<file path="src/rtl/gain_ramp_sequencer_if.sv">
// rtl/gain_ramp_sequencer_if.sv - host/DAC-writer signal bundle for the gain ramp sequencer
// master: drives ramp requests and downstream spi_ready, observes DAC writer outputs and status
// slave : the sequencer itself (consumes requests, produces dds_gain/strobe/status)
interface gain_ramp_sequencer_if;
  logic [15:0] target_gain;
  logic        target_update;
  logic [15:0] step_size;
  logic [15:0] step_interval;
  logic [15:0] gain_limit;
  logic        abort;
  logic        spi_ready;
  logic [15:0] dds_gain;
  logic        dds_gain_update;
  logic [15:0] current_gain;
  logic        ramp_busy;
  logic        ramp_done;
  logic        ramp_error;

  modport master (
    output target_gain, target_update, step_size, step_interval, gain_limit, abort, spi_ready,
    input  dds_gain, dds_gain_update, current_gain, ramp_busy, ramp_done, ramp_error
  );

  modport slave (
    input  target_gain, target_update, step_size, step_interval, gain_limit, abort, spi_ready,
    output dds_gain, dds_gain_update, current_gain, ramp_busy, ramp_done, ramp_error
  );
endinterface

</file>
<file path="src/rtl/gain_ramp_sequencer.sv">
// rtl/gain_ramp_sequencer.sv - steps a DAC gain code toward a target in bounded, settled increments
// clk/rst : rising-edge clock, synchronous active-high reset
// bus     : slave side of gain_ramp_sequencer_if (requests, spi_ready in; dds_gain/strobe/status out)
module gain_ramp_sequencer #(
  parameter logic [15:0] GAIN_INIT     = 16'h6050,
  parameter int          SETTLE_CYCLES = 24,
  parameter int          BUSY_TIMEOUT  = 8
) (
  input  logic                  clk,
  input  logic                  rst,
  gain_ramp_sequencer_if.slave  bus
);

  typedef enum logic [2:0] {
    IDLE, CALC, ISSUE, WAIT_BUSY, WAIT_READY, SETTLE, INTERVAL
  } state_t;

  state_t      state_q, state_d;
  logic [15:0] target_q, target_d;
  logic [15:0] current_q, current_d;
  logic [15:0] dds_gain_q, dds_gain_d;
  logic [15:0] cnt_q, cnt_d;
  logic        pending_q, pending_d;
  logic        abort_q, abort_d;
  logic        error_q, error_d;
  logic        done_q, done_d;
  logic        strobe;

  logic        upd_valid;
  logic        new_pending;
  logic        abort_now;
  logic [15:0] clamped_target;
  logic [15:0] step_eff;
  logic [15:0] interval_eff;
  logic [15:0] next_code;
  logic        settle_last;
  logic        interval_last;
  logic        busy_expired;

  assign upd_valid      = bus.target_update && (bus.gain_limit != 16'd0);
  // An abort in the same cycle still latches the target but must not arm a new ramp.
  assign new_pending    = upd_valid && !bus.abort;
  assign abort_now      = abort_q || bus.abort;
  assign clamped_target = (bus.target_gain < bus.gain_limit) ? bus.target_gain
                                                             : bus.gain_limit - 16'd1;
  assign step_eff       = (bus.step_size == 16'd0) ? 16'd1 : bus.step_size;
  assign interval_eff   = (bus.step_interval == 16'd0) ? 16'd1 : bus.step_interval;

  // Compare remaining distance against the step first so the sum/difference can neither
  // overshoot the target nor wrap around 16 bits.
  always_comb begin
    next_code = target_q;
    if (target_q > current_q) begin
      if ((target_q - current_q) > step_eff) next_code = current_q + step_eff;
    end else begin
      if ((current_q - target_q) > step_eff) next_code = current_q - step_eff;
    end
  end

  assign settle_last   = (int'(cnt_q) + 1) >= SETTLE_CYCLES;
  assign interval_last = ({1'b0, cnt_q} + 17'd1) >= {1'b0, interval_eff};
  assign busy_expired  = (int'(cnt_q) + 1) >= BUSY_TIMEOUT;

  always_comb begin
    state_d    = state_q;
    target_d   = target_q;
    current_d  = current_q;
    dds_gain_d = dds_gain_q;
    pending_d  = pending_q;
    abort_d    = abort_q;
    error_d    = error_q;
    done_d     = 1'b0;
    strobe     = 1'b0;
    cnt_d      = (cnt_q == 16'hFFFF) ? cnt_q : cnt_q + 16'd1;

    if (bus.target_update) begin
      if (bus.gain_limit == 16'd0) begin
        error_d = 1'b1;
      end else begin
        target_d = clamped_target;
        if (!bus.abort) pending_d = 1'b1;
      end
    end
    if (bus.abort && (state_q != IDLE)) abort_d = 1'b1;

    case (state_q)
      IDLE: begin
        // A fresh request skips the pending round-trip so the strobe lands two clocks later.
        if ((pending_q || new_pending) && bus.spi_ready) state_d = CALC;
      end
      CALC: begin
        if (abort_now) begin
          state_d   = IDLE;
          pending_d = 1'b0;
          abort_d   = 1'b0;
        end else begin
          if (!new_pending) pending_d = 1'b0;
          if (target_q == current_q) begin
            done_d  = 1'b1;
            state_d = IDLE;
          end else begin
            dds_gain_d = next_code;
            state_d    = ISSUE;
          end
        end
      end
      ISSUE: begin
        if (bus.spi_ready) begin
          strobe  = 1'b1;
          state_d = WAIT_BUSY;
        end else if (abort_now) begin
          state_d   = IDLE;
          pending_d = 1'b0;
          abort_d   = 1'b0;
        end
      end
      WAIT_BUSY: begin
        if (!bus.spi_ready) begin
          state_d = WAIT_READY;
        end else if (busy_expired) begin
          error_d = 1'b1;
          abort_d = 1'b0;
          state_d = IDLE;
        end
      end
      WAIT_READY: begin
        if (bus.spi_ready) begin
          current_d = dds_gain_q;
          state_d   = SETTLE;
        end
      end
      SETTLE: begin
        if (settle_last) begin
          if (abort_now) begin
            state_d   = IDLE;
            pending_d = 1'b0;
            abort_d   = 1'b0;
          end else if (current_q == target_q) begin
            done_d  = 1'b1;
            state_d = IDLE;
            if (!new_pending) pending_d = 1'b0;
          end else begin
            state_d = INTERVAL;
          end
        end
      end
      INTERVAL: begin
        if (abort_now) begin
          state_d   = IDLE;
          pending_d = 1'b0;
          abort_d   = 1'b0;
        end else if (interval_last) begin
          state_d = CALC;
        end
      end
      default: state_d = IDLE;
    endcase

    // Every state's counter starts from zero on entry.
    if (state_d != state_q) cnt_d = 16'd0;
  end

  always_ff @(posedge clk) begin
    if (rst) begin
      state_q    <= IDLE;
      target_q   <= GAIN_INIT;
      current_q  <= GAIN_INIT;
      dds_gain_q <= GAIN_INIT;
      cnt_q      <= 16'd0;
      pending_q  <= 1'b0;
      abort_q    <= 1'b0;
      error_q    <= 1'b0;
      done_q     <= 1'b0;
    end else begin
      state_q    <= state_d;
      target_q   <= target_d;
      current_q  <= current_d;
      dds_gain_q <= dds_gain_d;
      cnt_q      <= cnt_d;
      pending_q  <= pending_d;
      abort_q    <= abort_d;
      error_q    <= error_d;
      done_q     <= done_d;
    end
  end

  assign bus.dds_gain        = dds_gain_q;
  assign bus.dds_gain_update = strobe;
  assign bus.current_gain    = current_q;
  assign bus.ramp_busy       = (state_q != IDLE);
  assign bus.ramp_done       = done_q;
  assign bus.ramp_error      = error_q;

endmodule

</file>
<file path="src/flat_wrapper.sv">
// flat-port wrapper written by rule: the top's interface ports become plain ports
module gain_ramp_sequencer_flat 
#(
  parameter logic [15:0] GAIN_INIT     = 16'h6050,
  parameter int          SETTLE_CYCLES = 24,
  parameter int          BUSY_TIMEOUT  = 8
)
  (clk, rst, bus_target_gain, bus_target_update, bus_step_size, bus_step_interval, bus_gain_limit, bus_abort, bus_spi_ready, bus_dds_gain, bus_dds_gain_update, bus_current_gain, bus_ramp_busy, bus_ramp_done, bus_ramp_error);
  gain_ramp_sequencer_if bus_i ();
  input  logic clk;
  input  logic rst;
  input wire logic [$bits(bus_i.target_gain)-1:0] bus_target_gain;
  input wire logic [$bits(bus_i.target_update)-1:0] bus_target_update;
  input wire logic [$bits(bus_i.step_size)-1:0] bus_step_size;
  input wire logic [$bits(bus_i.step_interval)-1:0] bus_step_interval;
  input wire logic [$bits(bus_i.gain_limit)-1:0] bus_gain_limit;
  input wire logic [$bits(bus_i.abort)-1:0] bus_abort;
  input wire logic [$bits(bus_i.spi_ready)-1:0] bus_spi_ready;
  output wire logic [$bits(bus_i.dds_gain)-1:0] bus_dds_gain;
  output wire logic [$bits(bus_i.dds_gain_update)-1:0] bus_dds_gain_update;
  output wire logic [$bits(bus_i.current_gain)-1:0] bus_current_gain;
  output wire logic [$bits(bus_i.ramp_busy)-1:0] bus_ramp_busy;
  output wire logic [$bits(bus_i.ramp_done)-1:0] bus_ramp_done;
  output wire logic [$bits(bus_i.ramp_error)-1:0] bus_ramp_error;
  assign bus_i.target_gain = bus_target_gain;
  assign bus_i.target_update = bus_target_update;
  assign bus_i.step_size = bus_step_size;
  assign bus_i.step_interval = bus_step_interval;
  assign bus_i.gain_limit = bus_gain_limit;
  assign bus_i.abort = bus_abort;
  assign bus_i.spi_ready = bus_spi_ready;
  assign bus_dds_gain = bus_i.dds_gain;
  assign bus_dds_gain_update = bus_i.dds_gain_update;
  assign bus_current_gain = bus_i.current_gain;
  assign bus_ramp_busy = bus_i.ramp_busy;
  assign bus_ramp_done = bus_i.ramp_done;
  assign bus_ramp_error = bus_i.ramp_error;
  gain_ramp_sequencer #(.GAIN_INIT(GAIN_INIT), .SETTLE_CYCLES(SETTLE_CYCLES), .BUSY_TIMEOUT(BUSY_TIMEOUT)) u_core (.clk(clk), .rst(rst), .bus(bus_i));
endmodule
</file>
<file path="config.mk">
export PLATFORM = sky130hd
export DESIGN_NAME = gain_ramp_sequencer_flat
export DESIGN_NICKNAME = d
export VERILOG_FILES = /design/src/rtl/gain_ramp_sequencer_if.sv /design/src/rtl/gain_ramp_sequencer.sv /design/src/flat_wrapper.sv
export SDC_FILE = /design/constraint.sdc
export NUM_CORES = 1
export LEC_CHECK = 0
export BUFFER_PORTS_ARGS = -buffer_cell sky130_fd_sc_hd__buf_2
export CAP_MARGIN = 20
export CORE_ASPECT_RATIO = 1.5
export CORE_UTILIZATION = 30
export DETAILED_ROUTE_END_ITERATION = 7
export PLACE_DENSITY = 0.43
export SKIP_LAST_GASP = 1
export SYNTH_ARGS = -nofsm -noshare
export SYNTH_HDL_FRONTEND = slang
export SYNTH_SLANG_ARGS = --single-unit
</file>
<file path="constraint.sdc">
create_clock -name clk -period 5.9 [get_ports clk]
set_input_delay 1.475 -clock clk [delete_from_list [all_inputs] [get_ports clk]]
set_output_delay 1.475 -clock clk [all_outputs]
set_load 0.02 [all_outputs]
</file>
==> results of run 1 <==
==> sequential cells by signal, indices dropped and copies added (netlist names) <==
| register | flops |
|---|---|
| u_core.bus.current_gain | 16 |
| u_core.bus.dds_gain | 16 |
| u_core.cnt_q | 16 |
| u_core.target_q | 16 |
| u_core.state_q | 3 |
| u_core.abort_q | 1 |
| u_core.bus.ramp_done | 1 |
| u_core.bus.ramp_error | 1 |
| u_core.pending_q | 1 |
==> final timing paths <==
check                        startpoint                          to  slack [ns]
max          u_core.bus.current_gain[0]      u_core.bus.dds_gain[6]        0.50
min              u_core.bus.dds_gain[8]  u_core.bus.current_gain[8]        0.48
max reg2reg  u_core.bus.current_gain[0]      u_core.bus.dds_gain[6]        0.50
min reg2reg      u_core.bus.dds_gain[8]  u_core.bus.current_gain[8]        0.48
==> critical path, delay by kind of cell (launching register included) <==
family | cells | cell delay, ns
mux | 1 | 0.47
simple gates | 3 | 0.65
fa+ha+maj | 3 | 0.85
flops | 1 | 0.35
xor+xnor | 1 | 0.09
buf+inv | 2 | 0.15
compound gates | 11 | 2.73
==> synth_stat cells, types with 6 or more instances <==
| library cell | n | area [um2] |
|---|---|---|
| sky130_fd_sc_hd__nand4_1 | 16 | 100 |
| sky130_fd_sc_hd__o31ai_1 | 11 | 82.6 |
| sky130_fd_sc_hd__nor3_1 | 32 | 160 |
| sky130_fd_sc_hd__nor4_1 | 13 | 81.3 |
| sky130_fd_sc_hd__a21o_1 | 24 | 180 |
| sky130_fd_sc_hd__o221ai_1 | 7 | 61.3 |
| sky130_fd_sc_hd__a31oi_1 | 16 | 100 |
| sky130_fd_sc_hd__or2_2 | 7 | 43.8 |
| sky130_fd_sc_hd__xor2_1 | 16 | 140 |
| sky130_fd_sc_hd__or3_1 | 18 | 113 |
| sky130_fd_sc_hd__nor2b_1 | 11 | 68.8 |
| sky130_fd_sc_hd__nand2b_1 | 13 | 81.3 |
| sky130_fd_sc_hd__xnor2_1 | 51 | 447 |
| sky130_fd_sc_hd__mux2i_1 | 20 | 200 |
| sky130_fd_sc_hd__and2_1 | 6 | 37.5 |
| sky130_fd_sc_hd__nand3_1 | 30 | 150 |
| sky130_fd_sc_hd__dfxtp_1 | 71 | 1420 |
| sky130_fd_sc_hd__or4_1 | 10 | 75.1 |
| sky130_fd_sc_hd__a211oi_1 | 10 | 75.1 |
| sky130_fd_sc_hd__ha_1 | 125 | 1560 |
| sky130_fd_sc_hd__and3_1 | 7 | 43.8 |
| sky130_fd_sc_hd__o21bai_1 | 14 | 105 |
| sky130_fd_sc_hd__o211ai_1 | 11 | 82.6 |
| sky130_fd_sc_hd__a21oi_1 | 82 | 410 |
| sky130_fd_sc_hd__nand2_1 | 94 | 353 |
| sky130_fd_sc_hd__nor2_1 | 95 | 357 |
| sky130_fd_sc_hd__nor2_2 | 10 | 62.6 |
| sky130_fd_sc_hd__a31o_2 | 6 | 52.6 |
| sky130_fd_sc_hd__clkbuf_1 | 49 | 184 |
| sky130_fd_sc_hd__nand3b_1 | 6 | 45.0 |
| sky130_fd_sc_hd__inv_1 | 110 | 413 |
| sky130_fd_sc_hd__o21ai_0 | 52 | 260 |
==> power by group through the flow <==
stage | sequential [mW] | combinational [mW] | clock, mW
after detailed placement | 0.583 | 0.995 | 0
after global routing | 0.578 | 1.10 | 0.724
after CTS | 0.572 | 1.00 | 0.707
final | 0.574 | 1.01 | 0.685
after floorplan | 0.574 | 0.666 | 0
after global placement | 0.584 | 1.00 | 0
==> stage by stage <==
step | setup WS, ns | cell area, um2 | hold slack (ns) | instances | total power [mW]
after floorplan | 1.36 | 8430 | 0.466 | 1135 | 1.24
after detailed placement | 0.624 | 9310 | 0.468 | 1546 | 1.58
after CTS | 0.603 | 9680 | 0.478 | 1562 | 2.28
final | 0.503 | 9680 | 0.482 | 1563 | 2.26
after global placement | 0.782 | 9310 | 0.470 | 1546 | 1.59
after global routing | 0.174 | 9680 | 0.523 | 1563 | 2.40
==> kinds of logic (layout without fill, tap and decap cells) <==
group                      after synthesis  count (layout)
buffers and inverters                  165             251
and+or+nand+nor                        387             387
AOI/OAI and AO/OA                      294             294
xor gates and xnor gates                67              67
DFF                                     71              71
adders and majority gates              129             129
muxes                                   22              22
==> area by class of cell <==
| type | instances | area (um2) |
|---|---|---|
| inverters | 110 | 413 |
| well taps | 342 | 428 |
| clock inverters | 7 | 145 |
| flip-flops and latches | 71 | 1420 |
| multi-input cells | 899 | 6370 |
| fillers | 3020 | 17700 |
| clock buffers | 9 | 225 |
| repair buffers | 125 | 678 |
==> routing by layer <==
| layer | track usage [%] | wire length [um] | vias up |
|---|---|---|---|
| met3 | 2.70 | 967 | 69 |
| met4 | 13.3 | 1760 | 0 |
| li1 | - | - | 4216 |
| met5 | 0 | 0 | - |
| met1 | 24.2 | 12800 | 4022 |
| met2 | 40.6 | 16200 | 207 |
==> impl_summary.log, run 1 <==
INFO  metric status = finished with violations
INFO  metric failed_checks = DRC
INFO  metric cts_h_tree_depth = 3
INFO  metric antenna_found_initial = 0
INFO  metric fin_max_slew_vios = 0
INFO  metric clock_latency = 0.35 ns
INFO  metric grt_pass1_vias = 8632
INFO  metric layout_common_cells = sky130_fd_sc_hd__ha_1 (125), sky130_fd_sc_hd__inv_1 (110), sky130_fd_sc_hd__buf_2 (104)
INFO  metric first_pass_iters = 7
INFO  metric detail_route.wirelength = 31.7 mm
INFO  metric yosys_warnings = 0
INFO  metric worstPathMaxFanout = 7
INFO  metric power.share.sequential = 25.3%
INFO  metric postRouteAntennaNets = 0
INFO  metric num_io_pins = 105
INFO  metric final_common_cell = sky130_fd_sc_hd__ha_1
INFO  metric grt_overflow_total = 0
INFO  metric post-cts-setup-buffer-count = 0
INFO  metric floorplan.die.width = 139 um
INFO  metric final_period_minus_worst_setup_slack = 5.40 ns
INFO  metric tritoncts.num_buffers = 9
INFO  metric power.clock.fraction = 30.3%
INFO  metric synth-xor-area-share = 6.96%
INFO  metric finalSetupViolations = 0
INFO  metric asyncSetResetFlopFracSynth = 0%
INFO  metric leak_pwr = 4.38 nW
INFO  metric fin_crit_sh = 91.5%
INFO  metric gr-usage-all-layers = 22.2%
INFO  metric port_buffers = 104
INFO  metric avgSynthCellArea = 7.42 um2
INFO  metric power_density = 234 nW/um2
INFO  metric share_of_synthesized_cell_area_in_full_adder_half_adder_and_majority_cells = 19.5%
INFO  metric combinationalPowerShare = 44.4%
INFO  metric worst_path_largest_cell_delay = 0.62 ns
INFO  metric post_synth_instance_area = 8430 um2
INFO  metric clkSinkCount = 71
INFO  metric route.vias.total = 8514
INFO  metric die_area = 28800 um2
INFO  metric wire_length_of_the_first_global_routing_pass = 48.8 mm
INFO  metric fin_worst_skew = 0.00891 ns
INFO  metric floorplan.core_area = 27400 um2
INFO  metric cell_internal_pwr = 1.36 mW
INFO  metric hold_violations = 0
INFO  metric worstSetupPathType = register to register
INFO  metric cts_buffer_depth = 2
INFO  metric floorplan.die.height = 207 um
INFO  metric max_slew_headroom_at_the_worst_pin = 39.6%
INFO  metric clock.fmax = 185 MHz
INFO  metric layout_area_overhead = 14.9%
INFO  metric synthDistinctLibCells = 73
INFO  metric area_fraction_in_and_or_nand_and_nor_cells_after_synthesis = 23.2%
INFO  metric dr.first_iter.drc_count = 387
INFO  metric total_switching_power = 0.908 mW
INFO  metric clk_pin_slew_worst_paths = 0.06 ns
INFO  metric layout-drive-gt1-share = 14.4%
INFO  metric cts_hold_buffers = 0
INFO  metric synthCells = 1135
INFO  metric power.switching_fraction = 40.1%
INFO  metric max_cap_viol_count = 0
INFO  metric rsz0062_at_grt = no
INFO  metric detail_route.vias_per_cell = 5.45
INFO  metric synth_seq_area_share = 16.9%
INFO  metric drc = 8
INFO  metric synth_edf_count = 0
INFO  metric fin_setup_tns = 0 ns
INFO  metric largest_family_of_logic_cells_by_synthesized_area = simple AND/OR/NAND/NOR gates
INFO  metric synthMuxAreaShare = 2.67%
INFO  metric grt_max_degree = 32
INFO  metric initial_core_utilization = 30.7%
INFO  metric nets = 1414
INFO  metric dp.final_hpwl = 26.9 mm
INFO  metric worst-slew-pin-transition = 0.895 ns
INFO  metric synth_compound_area_share = 23.2%
INFO  metric critical_path.slowest_cell = sky130_fd_sc_hd__a2111oi_0
INFO  metric setup.worst_path.start_class = register
INFO  metric cts_root_buf = sky130_fd_sc_hd__clkbuf_16
INFO  metric element_type_at_the_critical_path_end = register
INFO  metric globalplace.congestion = 0.926
INFO  metric worst_r2r_path_depth = 21
INFO  metric finish.utilization = 35.3%
INFO  metric crit_top_cell = sky130_fd_sc_hd__a21oi_1
INFO  metric cts_tree = built
INFO  metric synth_seq_cells = 71
INFO  metric irDropWorstVdd = 0.000149 V
INFO  metric post_syn_nets = 1333
INFO  metric holdPathStages = 2
INFO  metric diodes = 0
INFO  metric timing.critical_path.cells = inv_1 > ha_1 > inv_1 > fa_1 > a21o_1 > a21oi_1 > o21bai_1 > a2111oi_0 > o31ai_1 > a21o_1 > a21oi_1 > xnor2_1 > ha_1 > and3_1 > and3_1 > a21oi_1 > o2bb2ai_1 > nand2_1 > mux2i_2 > o221ai_1 > o31ai_1
INFO  metric cp.arrival = 5.66 ns
INFO  metric rows = 74
INFO  metric routedWlPerCell = 20.3 um
INFO  metric post_cts_resized = 0
INFO  metric hold_path_class = register to register
INFO  metric most_used_dff_post_synth = sky130_fd_sc_hd__dfxtp_1
INFO  metric cp.required = 6.17 ns
Power figures use the tool's default switching activity.
==> run 2: changes to the inputs <==
--- a/config.mk
+++ b/config.mk
@@ -7,7 +7,7 @@
 export LEC_CHECK = 0
 export BUFFER_PORTS_ARGS = -buffer_cell sky130_fd_sc_hd__buf_2
 export CAP_MARGIN = 20
-export CORE_ASPECT_RATIO = 1.5
+export CORE_ASPECT_RATIO = 2
 export CORE_UTILIZATION = 30
 export DETAILED_ROUTE_END_ITERATION = 7
 export PLACE_DENSITY = 0.43
==> constraint.sdc (replaced) <==
create_clock -name clk -period 7 [get_ports clk]
set_input_delay 1.75 -clock clk [delete_from_list [all_inputs] [get_ports clk]]
set_output_delay 1.75 -clock clk [all_outputs]
set_load 0.02 [all_outputs]
==> run 2 against run 1 <==
  * The run now ends clean
  * Setup slack improved by 0.85 ns
  * Non-clock buffer count decreased by 14
  * Routed wire length increased by 9.7%
  * Sequential share of layout area increased by 0.13 points
  * Worst hold slack got worse by 0.0055 ns
  * Register-to-register slack improved by 0.85 ns
  * Fmax decreased by 4.3%
  * Global-route usage increased by 2.1 points
  * Critical endpoint is now u_core.bus.dds_gain[3]
  * Largest cell class unchanged
  * Largest power group unchanged
==> impl_summary.log, run 2 (synthesis results as in run 1) <==
INFO  metric floorplan.core_area = 27500 um2
INFO  metric cts_h_tree_depth = 3
INFO  metric max_slew_headroom_at_the_worst_pin = 26.9%
INFO  metric die_area = 28800 um2
INFO  metric worst_path_largest_cell_delay = 0.75 ns
INFO  metric rsz0062_at_grt = no
INFO  metric floorplan.die.height = 239 um
INFO  metric dp.final_hpwl = 29.8 mm
INFO  metric leak_pwr = 4.32 nW
INFO  metric postRouteAntennaNets = 0
INFO  metric post-cts-setup-buffer-count = 0
INFO  metric port_buffers = 104
INFO  metric first_pass_iters = 4
INFO  metric cts_hold_buffers = 0
INFO  metric grt_pass1_vias = 8829
INFO  metric fin_worst_skew = 0.00963 ns
INFO  metric antenna_found_initial = 1
INFO  metric globalplace.congestion = 0.923
INFO  metric hold_violations = 0
INFO  metric route.vias.total = 8569
INFO  metric combinationalPowerShare = 44.0%
INFO  metric power.clock.fraction = 30.6%
INFO  metric seq_area = 1420 um2
INFO  metric wire_length_of_the_first_global_routing_pass = 51.5 mm
INFO  metric element_type_at_the_critical_path_end = register
INFO  metric timing.critical_path.cells = inv_1 > ha_1 > inv_1 > fa_1 > a21o_1 > a21oi_1 > o21bai_1 > a2111oi_0 > o31ai_1 > a21o_1 > a21oi_1 > xnor2_1 > ha_1 > and3_1 > and3_1 > a21oi_1 > o2bb2ai_1 > nand2_1 > nor2_1 > a31oi_1 > a311oi_1
INFO  metric final_common_cell = sky130_fd_sc_hd__ha_1
INFO  metric fin_crit_sh = 80.6%
INFO  metric detail_route.vias_per_cell = 5.49
INFO  metric layout_common_cells = sky130_fd_sc_hd__ha_1 (125), sky130_fd_sc_hd__inv_1 (110), sky130_fd_sc_hd__buf_2 (104)
INFO  metric gr-usage-all-layers = 24.3%
INFO  metric grt_max_degree = 38
INFO  metric hold_path_class = register to register
INFO  metric crit_buf_inv = 2
INFO  metric setup.worst_path.start_class = register
INFO  metric power.switching_fraction = 40.9%
INFO  metric multi_input_comb_area = 6380 um2
INFO  metric crit_top_cell = sky130_fd_sc_hd__a21oi_1
INFO  metric nets = 1400
INFO  metric grt_overflow_total = 0
INFO  metric power_density = 199 nW/um2
INFO  metric cts_tree = built
INFO  metric tritoncts.num_buffers = 9
INFO  metric worstPathMaxFanout = 9
INFO  metric clock.fmax = 177 MHz
INFO  metric cell_internal_pwr = 1.13 mW
INFO  metric total_switching_power = 0.783 mW
INFO  metric critical_path.slowest_cell = sky130_fd_sc_hd__a2111oi_0
INFO  metric clkSinkCount = 71
INFO  metric power.share.sequential = 25.3%
INFO  metric final_period_minus_worst_setup_slack = 5.64 ns
INFO  metric max_cap_viol_count = 0
INFO  metric status = finished clean
INFO  metric clk_pin_slew_worst_paths = 0.07 ns
INFO  metric detail_route.wirelength = 34.8 mm
INFO  metric cp.arrival = 5.91 ns
INFO  metric clock_latency = 0.36 ns
INFO  metric dr.first_iter.drc_count = 378
INFO  metric fin_setup_tns = 0 ns
INFO  metric floorplan.die.width = 121 um
INFO  metric fin_max_slew_vios = 0
INFO  metric rows = 86
INFO  metric worst-slew-pin-transition = 1.09 ns
INFO  metric cp_top_family = compound AO/OA/AOI/OAI gates
INFO  metric drc = 0
INFO  metric finalSetupViolations = 0
INFO  metric irDropWorstVdd = 0.000139 V
INFO  metric initial_core_utilization = 30.6%
INFO  metric finish.utilization = 34.9%
INFO  metric routedWlPerCell = 22.3 um
INFO  metric cp.required = 7.27 ns
INFO  metric cts_buffer_depth = 2
INFO  metric worstSetupPathType = register to register
INFO  metric n_fill_cell = 3095
INFO  metric cts_root_buf = sky130_fd_sc_hd__clkbuf_16
INFO  metric layout-drive-gt1-share = 13.5%
INFO  metric holdWs = 0.476 ns
INFO  metric layout_area_overhead = 13.9%
INFO  metric num_io_pins = 105
INFO  metric post_cts_resized = 0
## run 2: final timing paths
path | cells after the start | startpoint | to | slack, ns
worst min-delay path | 2 | u_core.bus.dds_gain[8] | u_core.bus.current_gain[8] | 0.48
worst max register to register | 21 | u_core.bus.current_gain[0] | u_core.bus.dds_gain[3] | 1.36
worst min register to register | 2 | u_core.bus.dds_gain[8] | u_core.bus.current_gain[8] | 0.48
worst max-delay path | 21 | u_core.bus.current_gain[0] | u_core.bus.dds_gain[3] | 1.36
## run 2: cell type report
cell class,instances,area share (%)
timing repair buffer,111,5.97
clock inverter,7,1.51
antenna,1,0.0261
multi-input combinational,899,66.5
clock buffer,9,2.35
sequential,71,14.8
tap,352,4.59
inverter,110,4.30
## run 2: layer usage
layer | vias up | wire, um | track usage (%)
met3 | 86 | 915 | 2.19
met2 | 204 | 19800 | 49.5
met1 | 4085 | 11600 | 21.4
met4 | 0 | 2430 | 17.2
li1 | 4194 | - | -
met5 | - | 0 | 0
## run 2: power by group through the flow
stage          Combinational (mW)  Clock (mW)  Sequential (mW)
2_1_floorplan               0.561           0            0.484
3_3_place_gp                0.841           0            0.493
3_5_place_dp                0.839           0            0.493
4_1_cts                     0.843       0.599            0.484
5_1_grt                     0.917       0.611            0.488
6_report                    0.842       0.586            0.484
## run 2: tightest hold or removal path, stage by stage, from the launching register on
cell                      delay [ns]
sky130_fd_sc_hd__dfxtp_1        0.32
sky130_fd_sc_hd__nand2_1        0.06
sky130_fd_sc_hd__a21oi_1        0.05
## run 2: per-stage QoR
step                      cells  cell area, um2  total power [mW]  worst slack, ns
after global routing       1560            9600              2.02             1.03
after global placement     1543            9230              1.33             1.47
after floorplan            1135            8430              1.04             2.46
after detailed placement   1543            9230              1.33             1.36
after CTS                  1559            9600              1.93             1.34
final                      1560            9600              1.91             1.36
==> run 3: changes to the inputs <==
--- a/config.mk
+++ b/config.mk
@@ -10,7 +10,7 @@
 export CORE_ASPECT_RATIO = 2
 export CORE_UTILIZATION = 30
 export DETAILED_ROUTE_END_ITERATION = 7
-export PLACE_DENSITY = 0.43
+export PLACE_DENSITY = 0.44
 export SKIP_LAST_GASP = 1
 export SYNTH_ARGS = -nofsm -noshare
 export SYNTH_HDL_FRONTEND = slang
==> constraint.sdc (replaced) <==
create_clock -name clk -period 4.8 [get_ports clk]
set_input_delay 1.2 -clock clk [delete_from_list [all_inputs] [get_ports clk]]
set_output_delay 1.2 -clock clk [all_outputs]
set_load 0.02 [all_outputs]
==> run 3 against run 2 <==
  * Sequential cell count unchanged
  * Fmax up 25%
  * Count of clock-buffer cells in the layout is the same
  * Sequential share of layout area fell by 0.65 points
  * Clock skew is 0.0018 ns lower
  * Setup slack worse by 1.1 ns
  * Combinational power is 63% higher
  * Power grew 47%
  * Die area unchanged
  * Routed wire length fell by 0.26%
  * Non-clock buffer count rose by 62
  * Critical path type unchanged
  * Largest cell class unchanged
  * Highest routed layer unchanged
==> impl_summary.log, run 3 (synthesis results as in run 1) <==
INFO  metric status = finished clean
INFO  metric power.switching_fraction = 42.6%
INFO  metric first_pass_iters = 5
INFO  metric seq_area = 1420 um2
INFO  metric fin_crit_sh = 94.4%
INFO  metric route.vias.total = 8778
INFO  metric globalplace.congestion = 0.953
INFO  metric cp.required = 5.06 ns
INFO  metric total_switching_power = 1.19 mW
INFO  metric min_to = u_core.bus.current_gain[1]
INFO  metric gr-usage-all-layers = 24.6%
INFO  metric antenna_found_initial = 1
INFO  metric cts_hold_buffers = 0
INFO  metric max_slew_headroom_at_the_worst_pin = 28.7%
INFO  metric power_density = 279 nW/um2
INFO  metric tritoncts.num_buffers = 9
INFO  metric regToRegEndpoint = u_core.bus.dds_gain[5]
INFO  metric reg2reg_slack = 0.27 ns
INFO  metric floorplan.die.width = 121 um
INFO  metric layout-drive-gt1-share = 18.4%
INFO  metric power.share.sequential = 25.2%
INFO  metric final_common_cell = sky130_fd_sc_hd__ha_1
INFO  metric floorplan.core_area = 27500 um2
INFO  metric power_total = 2.80 mW
INFO  metric multi_input_comb_area = 6410 um2
INFO  metric port_buffers = 104
INFO  metric grt_max_degree = 23
INFO  metric finalSetupViolations = 0
INFO  metric worstSetupPathType = register to register
INFO  metric floorplan.die.height = 239 um
INFO  metric timing.rr.start = u_core.bus.current_gain[1]
INFO  metric power.clock.fraction = 26.0%
INFO  metric cts_h_tree_depth = 3
INFO  metric cts_tree = built
INFO  metric dp.final_hpwl = 29.9 mm
INFO  metric layout_common_cells = sky130_fd_sc_hd__ha_1 (125), sky130_fd_sc_hd__inv_1 (110), sky130_fd_sc_hd__buf_2 (104)
INFO  metric wire_length_of_the_first_global_routing_pass = 52.0 mm
INFO  metric clkSinkCount = 71
INFO  metric grt_overflow_total = 0
INFO  metric cts_root_buf = sky130_fd_sc_hd__clkbuf_16
INFO  metric combinationalPowerShare = 48.8%
INFO  metric detail_route.wirelength = 34.7 mm
INFO  metric layout_area_overhead = 19.3%
INFO  metric element_type_at_the_critical_path_end = register
INFO  metric fin_max_slew_vios = 0
INFO  metric detail_route.vias_per_cell = 5.41
INFO  metric die_area = 28800 um2
INFO  metric worst-slew-pin-transition = 1.06 ns
INFO  metric fin_worst_skew = 0.00783 ns
INFO  metric leak_pwr = 4.59 nW
INFO  metric drc = 0
INFO  metric max_cap_viol_count = 0
INFO  metric worst_hold_path_startpoint = u_core.bus.dds_gain[1]
INFO  metric post-cts-setup-buffer-count = 0
INFO  metric cp.arrival = 4.79 ns
INFO  metric clk_pin_slew_worst_paths = 0.07 ns
INFO  metric clock.fmax = 221 MHz
INFO  metric postRouteAntennaNets = 0
INFO  metric nets = 1462
INFO  metric worst_r2r_path_depth = 19
INFO  metric num_io_pins = 105
INFO  metric setup.worst_path.start_class = register
INFO  metric final_period_minus_worst_setup_slack = 4.53 ns
INFO  metric hold_violations = 0
INFO  metric holdPathStages = 2
INFO  metric hold_path_class = register to register
INFO  metric irDropWorstVdd = 0.000164 V
INFO  metric fin_setup_tns = 0 ns
INFO  metric dr.first_iter.drc_count = 353
INFO  metric cts_buffer_depth = 2
INFO  metric n_fill_cell = 3083
INFO  metric post_cts_resized = 0
INFO  metric routedWlPerCell = 21.4 um
INFO  metric grt_pass1_vias = 9178
INFO  metric holdWs = 0.481 ns
INFO  metric cell_internal_pwr = 1.61 mW
INFO  metric clock_latency = 0.37 ns
INFO  metric worstPathMaxFanout = 5
INFO  metric rows = 86
INFO  metric initial_core_utilization = 30.6%
## run 3: cell types whose count changed in the layout (fill, tap and decap cells not counted), moves of 3 or more
| cell | delta |
|---|---|
| sky130_fd_sc_hd__a21oi_2 | +3 |
| sky130_fd_sc_hd__a21oi_1 | -3 |
| sky130_fd_sc_hd__bufinv_16 | -3 |
| sky130_fd_sc_hd__buf_4 | +61 |
| sky130_fd_sc_hd__inv_6 | +3 |
## run 3: worst max path at each step
stage                                    start  slack, ns                      end
CTS                 u_core.bus.current_gain[0]       0.01  u_core.bus.dds_gain[11]
global route        u_core.bus.current_gain[1]     -0.004   u_core.bus.dds_gain[5]
global placement    u_core.bus.current_gain[0]       0.06  u_core.bus.dds_gain[11]
detailed placement  u_core.bus.current_gain[0]       0.03  u_core.bus.dds_gain[11]
finish              u_core.bus.current_gain[1]       0.27   u_core.bus.dds_gain[5]
floorplan           u_core.bus.current_gain[0]       0.26   u_core.bus.dds_gain[0]
## run 3: through the flow
step	area (um2)	setup slack [ns]	instances	utilization, %
finish	10000	0.271	1622	36.5
global route	10000	-0.00357	1622	36.5
CTS	10000	0.0101	1621	36.3
detailed placement	9700	0.0284	1605	35.2
global placement	9700	0.0625	1605	35.2
floorplan	8430	0.255	1135	-
## run 3: final cells by class
cell class	count	share of cell area (%)
Timing Repair Buffer	173	10.5
Multi-Input combinational cell	899	63.8
Clock buffer	9	2.24
Clock inverter	7	0.784
Tap cell	352	4.38
Inverter	110	4.11
Sequential cell	71	14.2
Antenna cell	1	0.0249
## run 3: per-layer routing
| metal | vias up | track usage [%] | wire length [um] | share of wire [%] |
|---|---|---|---|---|
| li1 | 4316 | - | - | - |
| met1 | 4164 | 20.7 | 11100 | 32 |
| met2 | 211 | 52.0 | 20400 | 59 |
| met3 | 87 | 2.43 | 942 | 2.7 |
| met4 | 0 | 15.2 | 2200 | 6.3 |
| met5 | - | 0 | 0 | 0 |
## run 3: power by group through the flow
stage	Combinational, mW	Sequential, mW	Clock, mW
finish	1.37	0.706	0.727
global route	1.49	0.712	0.763
CTS	1.35	0.706	0.736
detailed placement	1.34	0.718	0
global placement	1.34	0.719	0
floorplan	0.818	0.706	0
## run 3: critical path, cell delays in order (launching register included)
cell,delay [ns]
sky130_fd_sc_hd__dfxtp_2,0.39
sky130_fd_sc_hd__inv_1,0.07
sky130_fd_sc_hd__ha_1,0.32
sky130_fd_sc_hd__nor2b_1,0.14
sky130_fd_sc_hd__o21ai_1,0.18
sky130_fd_sc_hd__a21boi_0,0.15
sky130_fd_sc_hd__o21a_1,0.23
sky130_fd_sc_hd__o21ai_0,0.26
sky130_fd_sc_hd__a21oi_1,0.21
sky130_fd_sc_hd__a221oi_2,0.30
sky130_fd_sc_hd__xnor2_1,0.10
sky130_fd_sc_hd__ha_1,0.30
sky130_fd_sc_hd__nand4_1,0.20
sky130_fd_sc_hd__a2111o_1,0.43
sky130_fd_sc_hd__o211ai_1,0.12
sky130_fd_sc_hd__nand2_1,0.15
sky130_fd_sc_hd__buf_4,0.19
sky130_fd_sc_hd__or4_1,0.47
sky130_fd_sc_hd__o211ai_1,0.10
sky130_fd_sc_hd__o21ai_0,0.09
